## src/rtl/ldpc_pkg.sv

```systemverilog
// Shared constants and FSM state type for the rate-0.5, 1024-bit LDPC decoder
// early-termination logic.
package ldpc_pkg;

    localparam int N            = 1024;
    localparam int M            = 512;
    localparam int CHUNK_DEF    = 64;
    localparam int MAX_ITER_DEF = 50;
    localparam int ITW          = 8;

    typedef enum logic [1:0] {
        IDLE,
        WAIT_SYN,
        SCAN,
        DECIDE
    } term_state_e;

endpackage

```

## src/rtl/syn_term_ctrl_if.sv

```systemverilog
// Sequencer <-> early-termination controller signal bundle.
// The master side is the decoder sequencer; the slave side is syn_term_ctrl.
interface syn_term_ctrl_if #(
    parameter int M   = ldpc_pkg::M,
    parameter int ITW = ldpc_pkg::ITW
);
    localparam int CW = $clog2(M + 1);

    logic           start;
    logic           syn_valid;
    logic [M-1:0]   syn_bits;
    logic           iter_next;
    logic           done;
    logic           success;
    logic [ITW-1:0] iter_count;
    logic           busy;
    logic [CW-1:0]  unsat_cnt;

    modport master (
        output start, syn_valid, syn_bits,
        input  iter_next, done, success, iter_count, busy, unsat_cnt
    );

    modport slave (
        input  start, syn_valid, syn_bits,
        output iter_next, done, success, iter_count, busy, unsat_cnt
    );

endinterface

```

## src/rtl/syn_chunk_reduce.sv

```systemverilog
// Reduces one CHUNK-bit syndrome slice to an "any unsatisfied" bit.
// Build macro SYN_WEIGHT_EN adds the slice popcount output.
module syn_chunk_reduce #(
    parameter int CHUNK = 64
) (
    input  logic [CHUNK-1:0]             slice_i,
`ifdef SYN_WEIGHT_EN
    output logic [$clog2(CHUNK+1)-1:0]   popcnt_o,
`endif
    output logic                         any_o
);
    assign any_o = |slice_i;

`ifdef SYN_WEIGHT_EN
    localparam int PCW = $clog2(CHUNK + 1);

    // NOTE: blocking assignments belong in always_comb; the running sum relies on them.
    always_comb begin
        popcnt_o = '0;
        for (int i = 0; i < CHUNK; i++) begin
            popcnt_o = popcnt_o + PCW'(slice_i[i]);
        end
    end
`endif

endmodule

```

## src/rtl/syn_term_ctrl.sv

```systemverilog
// LDPC early-termination controller: captures syndromes, OR-reduces them CHUNK bits
// per cycle, then signals success, failure or another iteration. Macro: SYN_WEIGHT_EN.
module syn_term_ctrl #(
    parameter int M        = ldpc_pkg::M,
    parameter int CHUNK    = ldpc_pkg::CHUNK_DEF,
    parameter int MAX_ITER = ldpc_pkg::MAX_ITER_DEF,
    parameter int ITW      = ldpc_pkg::ITW
) (
    input  logic           clk,
    input  logic           rst,
    syn_term_ctrl_if.slave bus
);
    localparam int NCHUNK = M / CHUNK;
    localparam int IDXW   = (NCHUNK > 1) ? $clog2(NCHUNK) : 1;
    localparam int CW     = $clog2(M + 1);

    if (M % CHUNK != 0) begin : g_chunk_check
        $error("syn_term_ctrl: M must be a multiple of CHUNK");
    end
    if (MAX_ITER < 1 || MAX_ITER > 255 || MAX_ITER > (1 << ITW) - 1) begin : g_iter_check
        $error("syn_term_ctrl: MAX_ITER out of range for ITW");
    end

    ldpc_pkg::term_state_e state_q, state_d;

    logic [M-1:0]     shadow_q, shadow_d;
    logic [IDXW-1:0]  idx_q, idx_d;
    logic             any_unsat_q, any_unsat_d;
    logic [ITW-1:0]   iter_count_q, iter_count_d;
    logic             done_q, done_d;
    logic             iter_next_q, iter_next_d;
    logic             success_q, success_d;

    logic [CHUNK-1:0] chunk_slice;
    logic             chunk_any;
    logic             last_chunk;
    logic [ITW-1:0]   iter_inc;

    assign chunk_slice = shadow_q[idx_q * CHUNK +: CHUNK];
    assign last_chunk  = (idx_q == IDXW'(NCHUNK - 1));
    assign iter_inc    = iter_count_q + ITW'(1);

`ifdef SYN_WEIGHT_EN
    logic [$clog2(CHUNK+1)-1:0] chunk_pop;
    logic [CW-1:0]              unsat_acc_q, unsat_acc_d;
    logic [CW-1:0]              unsat_cnt_q, unsat_cnt_d;

    syn_chunk_reduce #(.CHUNK(CHUNK)) u_reduce (
        .slice_i  (chunk_slice),
        .popcnt_o (chunk_pop),
        .any_o    (chunk_any)
    );
`else
    syn_chunk_reduce #(.CHUNK(CHUNK)) u_reduce (
        .slice_i (chunk_slice),
        .any_o   (chunk_any)
    );
`endif

    // NOTE: sequential state uses non-blocking assignments so every flop sees pre-edge values.
    always_ff @(posedge clk) begin
        if (rst) state_q <= ldpc_pkg::IDLE;
        else     state_q <= state_d;
    end

    // start restarts the frame from any state, overriding syn_valid and the decision.
    always_comb begin
        state_d = state_q;
        if (bus.start) begin
            state_d = ldpc_pkg::WAIT_SYN;
        end else begin
            case (state_q)
                ldpc_pkg::WAIT_SYN: if (bus.syn_valid) state_d = ldpc_pkg::SCAN;
                ldpc_pkg::SCAN:     if (last_chunk)    state_d = ldpc_pkg::DECIDE;
                ldpc_pkg::DECIDE: begin
                    if (!any_unsat_q || iter_inc == ITW'(MAX_ITER)) state_d = ldpc_pkg::IDLE;
                    else                                             state_d = ldpc_pkg::WAIT_SYN;
                end
                default: ;
            endcase
        end
    end

    // NOTE: every always_comb output gets a default first, so no path can infer a latch.
    always_comb begin
        shadow_d     = shadow_q;
        idx_d        = idx_q;
        any_unsat_d  = any_unsat_q;
        iter_count_d = iter_count_q;
        success_d    = success_q;
        done_d       = 1'b0;
        iter_next_d  = 1'b0;
        if (bus.start) begin
            iter_count_d = '0;
            success_d    = 1'b0;
        end else begin
            case (state_q)
                ldpc_pkg::WAIT_SYN: begin
                    if (bus.syn_valid) begin
                        shadow_d    = bus.syn_bits;
                        idx_d       = '0;
                        any_unsat_d = 1'b0;
                    end
                end
                ldpc_pkg::SCAN: begin
                    any_unsat_d = any_unsat_q | chunk_any;
                    idx_d       = idx_q + IDXW'(1);
                end
                ldpc_pkg::DECIDE: begin
                    iter_count_d = iter_inc;
                    if (!any_unsat_q) begin
                        done_d    = 1'b1;
                        success_d = 1'b1;
                    end else if (iter_inc == ITW'(MAX_ITER)) begin
                        done_d    = 1'b1;
                        success_d = 1'b0;
                    end else begin
                        iter_next_d = 1'b1;
                    end
                end
                default: ;
            endcase
        end
    end

    // NOTE: the wide shadow register is reset as well, so nothing stale survives a reset.
    always_ff @(posedge clk) begin
        if (rst) begin
            shadow_q     <= '0;
            idx_q        <= '0;
            any_unsat_q  <= 1'b0;
            iter_count_q <= '0;
            done_q       <= 1'b0;
            iter_next_q  <= 1'b0;
            success_q    <= 1'b0;
        end else begin
            shadow_q     <= shadow_d;
            idx_q        <= idx_d;
            any_unsat_q  <= any_unsat_d;
            iter_count_q <= iter_count_d;
            done_q       <= done_d;
            iter_next_q  <= iter_next_d;
            success_q    <= success_d;
        end
    end

`ifdef SYN_WEIGHT_EN
    always_comb begin
        unsat_acc_d = unsat_acc_q;
        unsat_cnt_d = unsat_cnt_q;
        if (bus.start) begin
            unsat_cnt_d = '0;
        end else begin
            case (state_q)
                ldpc_pkg::WAIT_SYN: if (bus.syn_valid) unsat_acc_d = '0;
                ldpc_pkg::SCAN:     unsat_acc_d = unsat_acc_q + CW'(chunk_pop);
                ldpc_pkg::DECIDE:   unsat_cnt_d = unsat_acc_q;
                default: ;
            endcase
        end
    end

    always_ff @(posedge clk) begin
        if (rst) begin
            unsat_acc_q <= '0;
            unsat_cnt_q <= '0;
        end else begin
            unsat_acc_q <= unsat_acc_d;
            unsat_cnt_q <= unsat_cnt_d;
        end
    end

    assign bus.unsat_cnt = unsat_cnt_q;
`else
    assign bus.unsat_cnt = '0;
`endif

    assign bus.iter_next  = iter_next_q;
    assign bus.done       = done_q;
    assign bus.success    = success_q;
    assign bus.iter_count = iter_count_q;
    assign bus.busy       = (state_q != ldpc_pkg::IDLE);

endmodule

```

## src/flat_wrapper.sv

```systemverilog
// flat-port wrapper written by rule: the top's interface ports become plain ports
module syn_term_ctrl_flat 
#(
    parameter int M        = ldpc_pkg::M,
    parameter int CHUNK    = ldpc_pkg::CHUNK_DEF,
    parameter int MAX_ITER = ldpc_pkg::MAX_ITER_DEF,
    parameter int ITW      = ldpc_pkg::ITW
)
  (clk, rst, bus_start, bus_syn_valid, bus_syn_bits, bus_iter_next, bus_done, bus_success, bus_iter_count, bus_busy, bus_unsat_cnt);
  syn_term_ctrl_if #(.M(M), .ITW(ITW)) bus_i ();
  input  logic clk;
  input  logic rst;
  input wire logic [$bits(bus_i.start)-1:0] bus_start;
  input wire logic [$bits(bus_i.syn_valid)-1:0] bus_syn_valid;
  input wire logic [$bits(bus_i.syn_bits)-1:0] bus_syn_bits;
  output wire logic [$bits(bus_i.iter_next)-1:0] bus_iter_next;
  output wire logic [$bits(bus_i.done)-1:0] bus_done;
  output wire logic [$bits(bus_i.success)-1:0] bus_success;
  output wire logic [$bits(bus_i.iter_count)-1:0] bus_iter_count;
  output wire logic [$bits(bus_i.busy)-1:0] bus_busy;
  output wire logic [$bits(bus_i.unsat_cnt)-1:0] bus_unsat_cnt;
  assign bus_i.start = bus_start;
  assign bus_i.syn_valid = bus_syn_valid;
  assign bus_i.syn_bits = bus_syn_bits;
  assign bus_iter_next = bus_i.iter_next;
  assign bus_done = bus_i.done;
  assign bus_success = bus_i.success;
  assign bus_iter_count = bus_i.iter_count;
  assign bus_busy = bus_i.busy;
  assign bus_unsat_cnt = bus_i.unsat_cnt;
  syn_term_ctrl #(.M(M), .CHUNK(CHUNK), .MAX_ITER(MAX_ITER), .ITW(ITW)) u_core (.clk(clk), .rst(rst), .bus(bus_i));
endmodule
```

## config.mk

```make
export PLATFORM = sky130hd
export DESIGN_NAME = syn_term_ctrl_flat
export DESIGN_NICKNAME = d
export VERILOG_FILES = /design/src/rtl/ldpc_pkg.sv /design/src/rtl/syn_term_ctrl_if.sv /design/src/rtl/syn_chunk_reduce.sv /design/src/rtl/syn_term_ctrl.sv /design/src/flat_wrapper.sv
export SDC_FILE = /design/constraint.sdc
export NUM_CORES = 1
export LEC_CHECK = 0
export CORE_ASPECT_RATIO = 0.5
export CORE_MARGIN = 4
export CORE_UTILIZATION = 45
export CTS_BUF_LIST = sky130_fd_sc_hd__clkbuf_4
export DETAILED_ROUTE_END_ITERATION = 16
export PLACE_DENSITY = 0.77
export SKIP_LAST_GASP = 1
export SLEW_MARGIN = 20
export SYNTH_ARGS = -nofsm -noshare
export SYNTH_HDL_FRONTEND = slang
export SYNTH_SLANG_ARGS = --single-unit
```

## constraint.sdc

```tcl
create_clock -name clk -period 2.14 [get_ports clk]
set_input_delay 0.214 -clock clk [delete_from_list [all_inputs] [get_ports clk]]
set_output_delay 0.214 -clock clk [all_outputs]
set_load 0.01 [all_outputs]
```

# == Word-level counts from Yosys, hierarchy flattened ==
# Cells that the tools add are included.
# word_totals
register_bits,529
inputBits,516
# op_classes
add_sub_neg,2
n_eq_ne,10
n_shift,1
n_mux,14
bitwise,4
reduce_logical,15
# ops
op,count
$shiftx 512x10->64,1
$reduce_or 64->1,1
$reduce_and 3->1,4
$add 8x1->8 const B,1
$eq 8x6->1 const B,1
$mux 1,8
$pmux 2 s3,1
$pmux 3 s2,1
$eq 2x2->1 const B,2
$mux 2,2
$ne 2x2->1 const B,2
$reduce_bool 2->1,2
$reduce_bool 4->1,1
$reduce_or 4->1,1
$add 3x1->3 const B,1
$eq 3x3->1 const B,1
$mux 3,1
$ne 3x2->1 const B,1
$ne 3x3->1 const B,1
$not 1->1,3
$reduce_bool 3->1,1
$reduce_or 3->1,1
$eq 2x1->1 const B,1
$ne 2x1->1 const B,1
6 further kinds,6

# == Longest topological paths before layout ==
# logic_depth
ltp_word,6
ltp_mapped,8
mapped_depth_nobuf,8

# == By module ==
# From an unflattened synthesis, not the netlist that was laid out.
# hier_totals
hier_cells,2588
hier_area_um2,22370.2
# modules_own_cells
module,n_inst,cells_each,area_per_inst_um2
syn_term_ctrl,1,2567,22231.3
syn_chunk_reduce,1,21,138.9

# == Worst setup path before layout ==
# No wires, ideal clock.
# synth_path
path_type,flip-flop to flip-flop
from,"register u_core.iter_count_q[0], in the netlist u_core.bus.iter_count[0]"
to,register u_core.state_q[0]
arrival_ps,1619
setup_slack_ps,389
path_stages_with_launch,8
path_buffers,0
synth_period_minus_slack_ps,1751
path_cell_list,dfxtp_1 > ha_1 > and4_1 > mux2i_1 > o32a_1 > o31ai_2 > a31o_2 > a21oi_1
# synth_between
elab_chain_len,6
# synth_lines
item,line_no,source
from (decl),syn_term_ctrl.sv:29,"logic [ITW-1:0] iter_count_q, iter_count_d;"
from (signal assigned),syn_term_ctrl.sv:140,iter_count_q <= iter_count_d;
$add 8x1->8,syn_term_ctrl.sv:41,assign iter_inc = iter_count_q + ITW'(1);
$eq 8x6->1,syn_term_ctrl.sv:76,if (!any_unsat_q || iter_inc == ITW'(MAX_ITER)) state_d = ldpc_pkg::IDLE;
$logic_or 1x1->1,syn_term_ctrl.sv:76,
$mux 1,syn_term_ctrl.sv:76,
$pmux 2 s3,syn_term_ctrl.sv:72,case (state_q)
$mux 1,syn_term_ctrl.sv:69,if (bus.start) begin
to (signal assigned),syn_term_ctrl.sv:62,if (rst) state_q <= ldpc_pkg::IDLE;
to (signal assigned),syn_term_ctrl.sv:63,else state_q <= state_d;
to (decl),syn_term_ctrl.sv:24,"ldpc_pkg::term_state_e state_q, state_d;"
# Every way passes these cells.
# A chain may end at the register's enable or synchronous reset.

# == Worst setup path after layout ==
# layout_path
from,register u_core.idx_q[0]
to,register u_core.any_unsat_q
# layout_between
elab_chain_len,4
# layout_lines
item,line_no,source
from (decl),syn_term_ctrl.sv:27,"logic [IDXW-1:0] idx_q, idx_d;"
from (signal assigned),syn_term_ctrl.sv:138,idx_q <= idx_d;
$shiftx 512x10->64,syn_term_ctrl.sv:39,assign chunk_slice = shadow_q[idx_q * CHUNK +: CHUNK];
$reduce_or 64->1,syn_chunk_reduce.sv:12,assign any_o = |slice_i;
$or 1x1->1,syn_term_ctrl.sv:106,any_unsat_d = any_unsat_q | chunk_any;
$pmux 1 s2,syn_term_ctrl.sv:97,case (state_q)
to (signal assigned),syn_term_ctrl.sv:139,any_unsat_q <= any_unsat_d;
to (decl),syn_term_ctrl.sv:28,"logic any_unsat_q, any_unsat_d;"
# Every way passes these cells.

==> summary.txt <==
Cell Pwr Density - 682 nW/um^2
Crit path required time - 2850 ps
crit share post-route - 1.04
skew final - 67.9 ps
CTS Buffer Depth - 3
setup violators final - 1
maxcap violations - 0
final hold violations - 0
largest net degree at the start of global routing - 114
failing checks - setup timing
Max VDD drop - 0.000454 V
Post-synth EDFFs - 0
Max Slew Vio Count - 0
antenna viol nets, final - 0
DP Area - 25,700 um^2
area grow syn2layout - 64.3%
Static Leak - 11.7 nW
drt total wl - 87,400 um
die footprint - 47,400 um^2
Async SR Flop Fraction - 0
Data arrival, critical path - 2930 ps
die span in y - 156 um
CTS tree - done
Initial Util - 0.462
register area share after synthesis - 0.537
DP HPWL - 47,200 um
Sw Share - 0.276
RePlAce Congestion - 0.857
WHS - 88.0 ps
startpoint types - register
Clock power frac - 0.364
post-layout util - 0.760
first-pass GRT wire length - 131,000 um
post-route minimum period - 2220 ps
CP Capture Type - register
Finished Cell Area - 32,400 um^2
TritonCTS buffer count - 114
row cnt - 53
critical path fanouts, max - 16
sequential power share - 0.472
CTS Sinks - 529
Max H-tree Level - 3
critical path type - register to register
#FFs+latches synth - 529
core area - 42,600 um^2
vias in the first global route - 25,000
DRC - 0
status - finished with violations
Mapped Cells - 2,565
All-Layer GR Usage - 0.350
nets@finish - 4,128
Clock transition at path regs - 70 ps
WL per Instance - 20.3 um
setup ws final - -76.9 ps
boundary pin count - 538
synthesized area - 19,700 um^2
DIE WIDTH - 304 um
vias per inst - 5.56
Mean Syn Cell Area - 7.69 um^2
initial drt markers - 2,441
Max Clk Rate - 451 MHz
Ys Warns - 0
Psw - 0.00609 W
Most used DFF post-synth - dfxtp_1
power share of the combinational group - 0.164
grt ovf - 0
Root Buffer - clkbuf_4
fraction of final layout cells sized beyond drive strength 1 - 0.0711
initial antenna violation count - 33
I/O Buffers - 527
max_slew headroom - 0.450
1st-pass router iterations - 8
worst-margin pin slew - 818 ps
Hold Crit Class - input port to register
DR vias - 23,900
clock latency on the worst-skew pair - 890 ps
Netlist cell types - 47
Pint - 0.0160 W
## stage by stage
step / total power [W] / cells / TNS [ps] / worst slack [ps]
global placement: 0.0132 / 3552 / 0 / 27.5
floorplan: 0.0117 / 2574 / 0 / 389
detailed placement: 0.0132 / 3552 / -18.7 / -18.7
CTS: 0.0217 / 4264 / 0 / 0.923
global route: 0.0229 / 4294 / -106 / -106
finish: 0.0221 / 4301 / -76.9 / -76.9
## worst paths after layout
| check | startpoint | endpoint | slack [ps] | cells after the start |
|---|---|---|---|---|
| setup / recovery | u_core.idx_q[0]$_SDFFE_PP0P_ | u_core.any_unsat_q$_SDFFE_PP0P_ | -80 | 7 |
| hold / removal | bus_syn_bits[199] | u_core.shadow_q[199]$_SDFFE_PP0P_ | 90 | 3 |
| setup reg to reg | u_core.idx_q[0]$_SDFFE_PP0P_ | u_core.any_unsat_q$_SDFFE_PP0P_ | -80 | 7 |
| hold reg to reg | u_core.shadow_q[510]$_SDFFE_PP0P_ | u_core.shadow_q[510]$_SDFFE_PP0P_ | 450 | 2 |
## power by group through the flow
stage	combinational (W)	clock, W	sequential [W]
3_5_place_dp	0.00262	0	0.0106
4_1_cts	0.00342	0.00787	0.0104
2_1_floorplan	0.00116	0	0.0105
6_report	0.00363	0.00804	0.0104
5_1_grt	0.00383	0.00861	0.0104
3_3_place_gp	0.00260	0	0.0106
## critical path, cell delays in order (launching register included)
cell,delay (ps)
dfxtp_4,430
buf_4,220
nor4_1,400
nand4_1,150
nor3_1,380
o211ai_1,230
a21boi_1,190
o31ai_1,90
## metal layers
layer | part of all wire | track usage | vias up
met1 | 0.34 | 0.349 | 11100
met4 | 0.094 | 0.310 | 6
met2 | 0.50 | 0.615 | 1515
met3 | 0.069 | 0.0909 | 657
met5 | 0.00042 | 0 | -
li1 | - | - | 10700
## timing repair
action / 4_1_cts / 5_1_grt
endpoints found under the setup margin: 7 / 6
setup buffers: 0 / 0
gates cloned: 0 / 0
pin swaps: 0 / 0
gates resized for setup: 9 / 7
hold buffers: 512 / 0
endpoints found under the hold margin: 511 / 0
## cell type report
cell class,instances,area [um^2]
clock buffers,173,1300
inverters,9,33.8
clock inverters,27,145
fillers,2633,10200
diodes,37,92.6
multi-input cells,1848,8350
well taps,577,722
repair buffers,1101,11200
flip-flops and latches,529,10600
## state kept, by name, indices dropped and copies added, names as in the netlist
register / cells
u_core.bus.success: 1
u_core.bus.iter_next: 1
u_core.state_q: 2
u_core.bus.iter_count: 8
u_core.any_unsat_q: 1
u_core.shadow_q: 512
u_core.bus.done: 1
u_core.idx_q: 3
## Yosys cell counts, drive strengths merged, types with 9 or more instances
cell,instances,share of area
nor3,28,0.0071
a21oi,527,0.13
dfxtp,529,0.54
clkbuf,104,0.020
inv,9,0.0017
nand2,1038,0.20
nor4b,12,0.0053
ha,9,0.0057
buf,84,0.022
nor4,91,0.029
nand4,32,0.010
nor2,42,0.0080
## kinds of logic after synthesis
group,Yosys count,share of synthesized area
XOR/XNOR,7,0.00311
multiplexers,2,0.00102
other,1,0.000190
buffers and inverters,197,0.0434
AND/OR/NAND/NOR,1268,0.265
AO/OA/AOI/OAI,552,0.144
flip-flops,529,0.537
adder cells (fa/ha/maj),9,0.00571
## placed cells by master (no fill, tap or decap), types with 5 or more instances in the layout
master,instances
a21oi_1,526
buf_12,24
buf_4,38
clkbuf_4,173
clkdlybuf4s50_1,519
clkinv_1,18
conb_1,10
dfxtp_1,524
diode_2,37
dlygate4sd3_1,512
ha_1,9
inv_1,9
nand2_1,1038
nand3_1,6
nand4_1,32
nor2_1,42
nor3_1,28
nor4_1,88
nor4b_1,12
or3_1,5
Power figures use the tool's default switching activity.
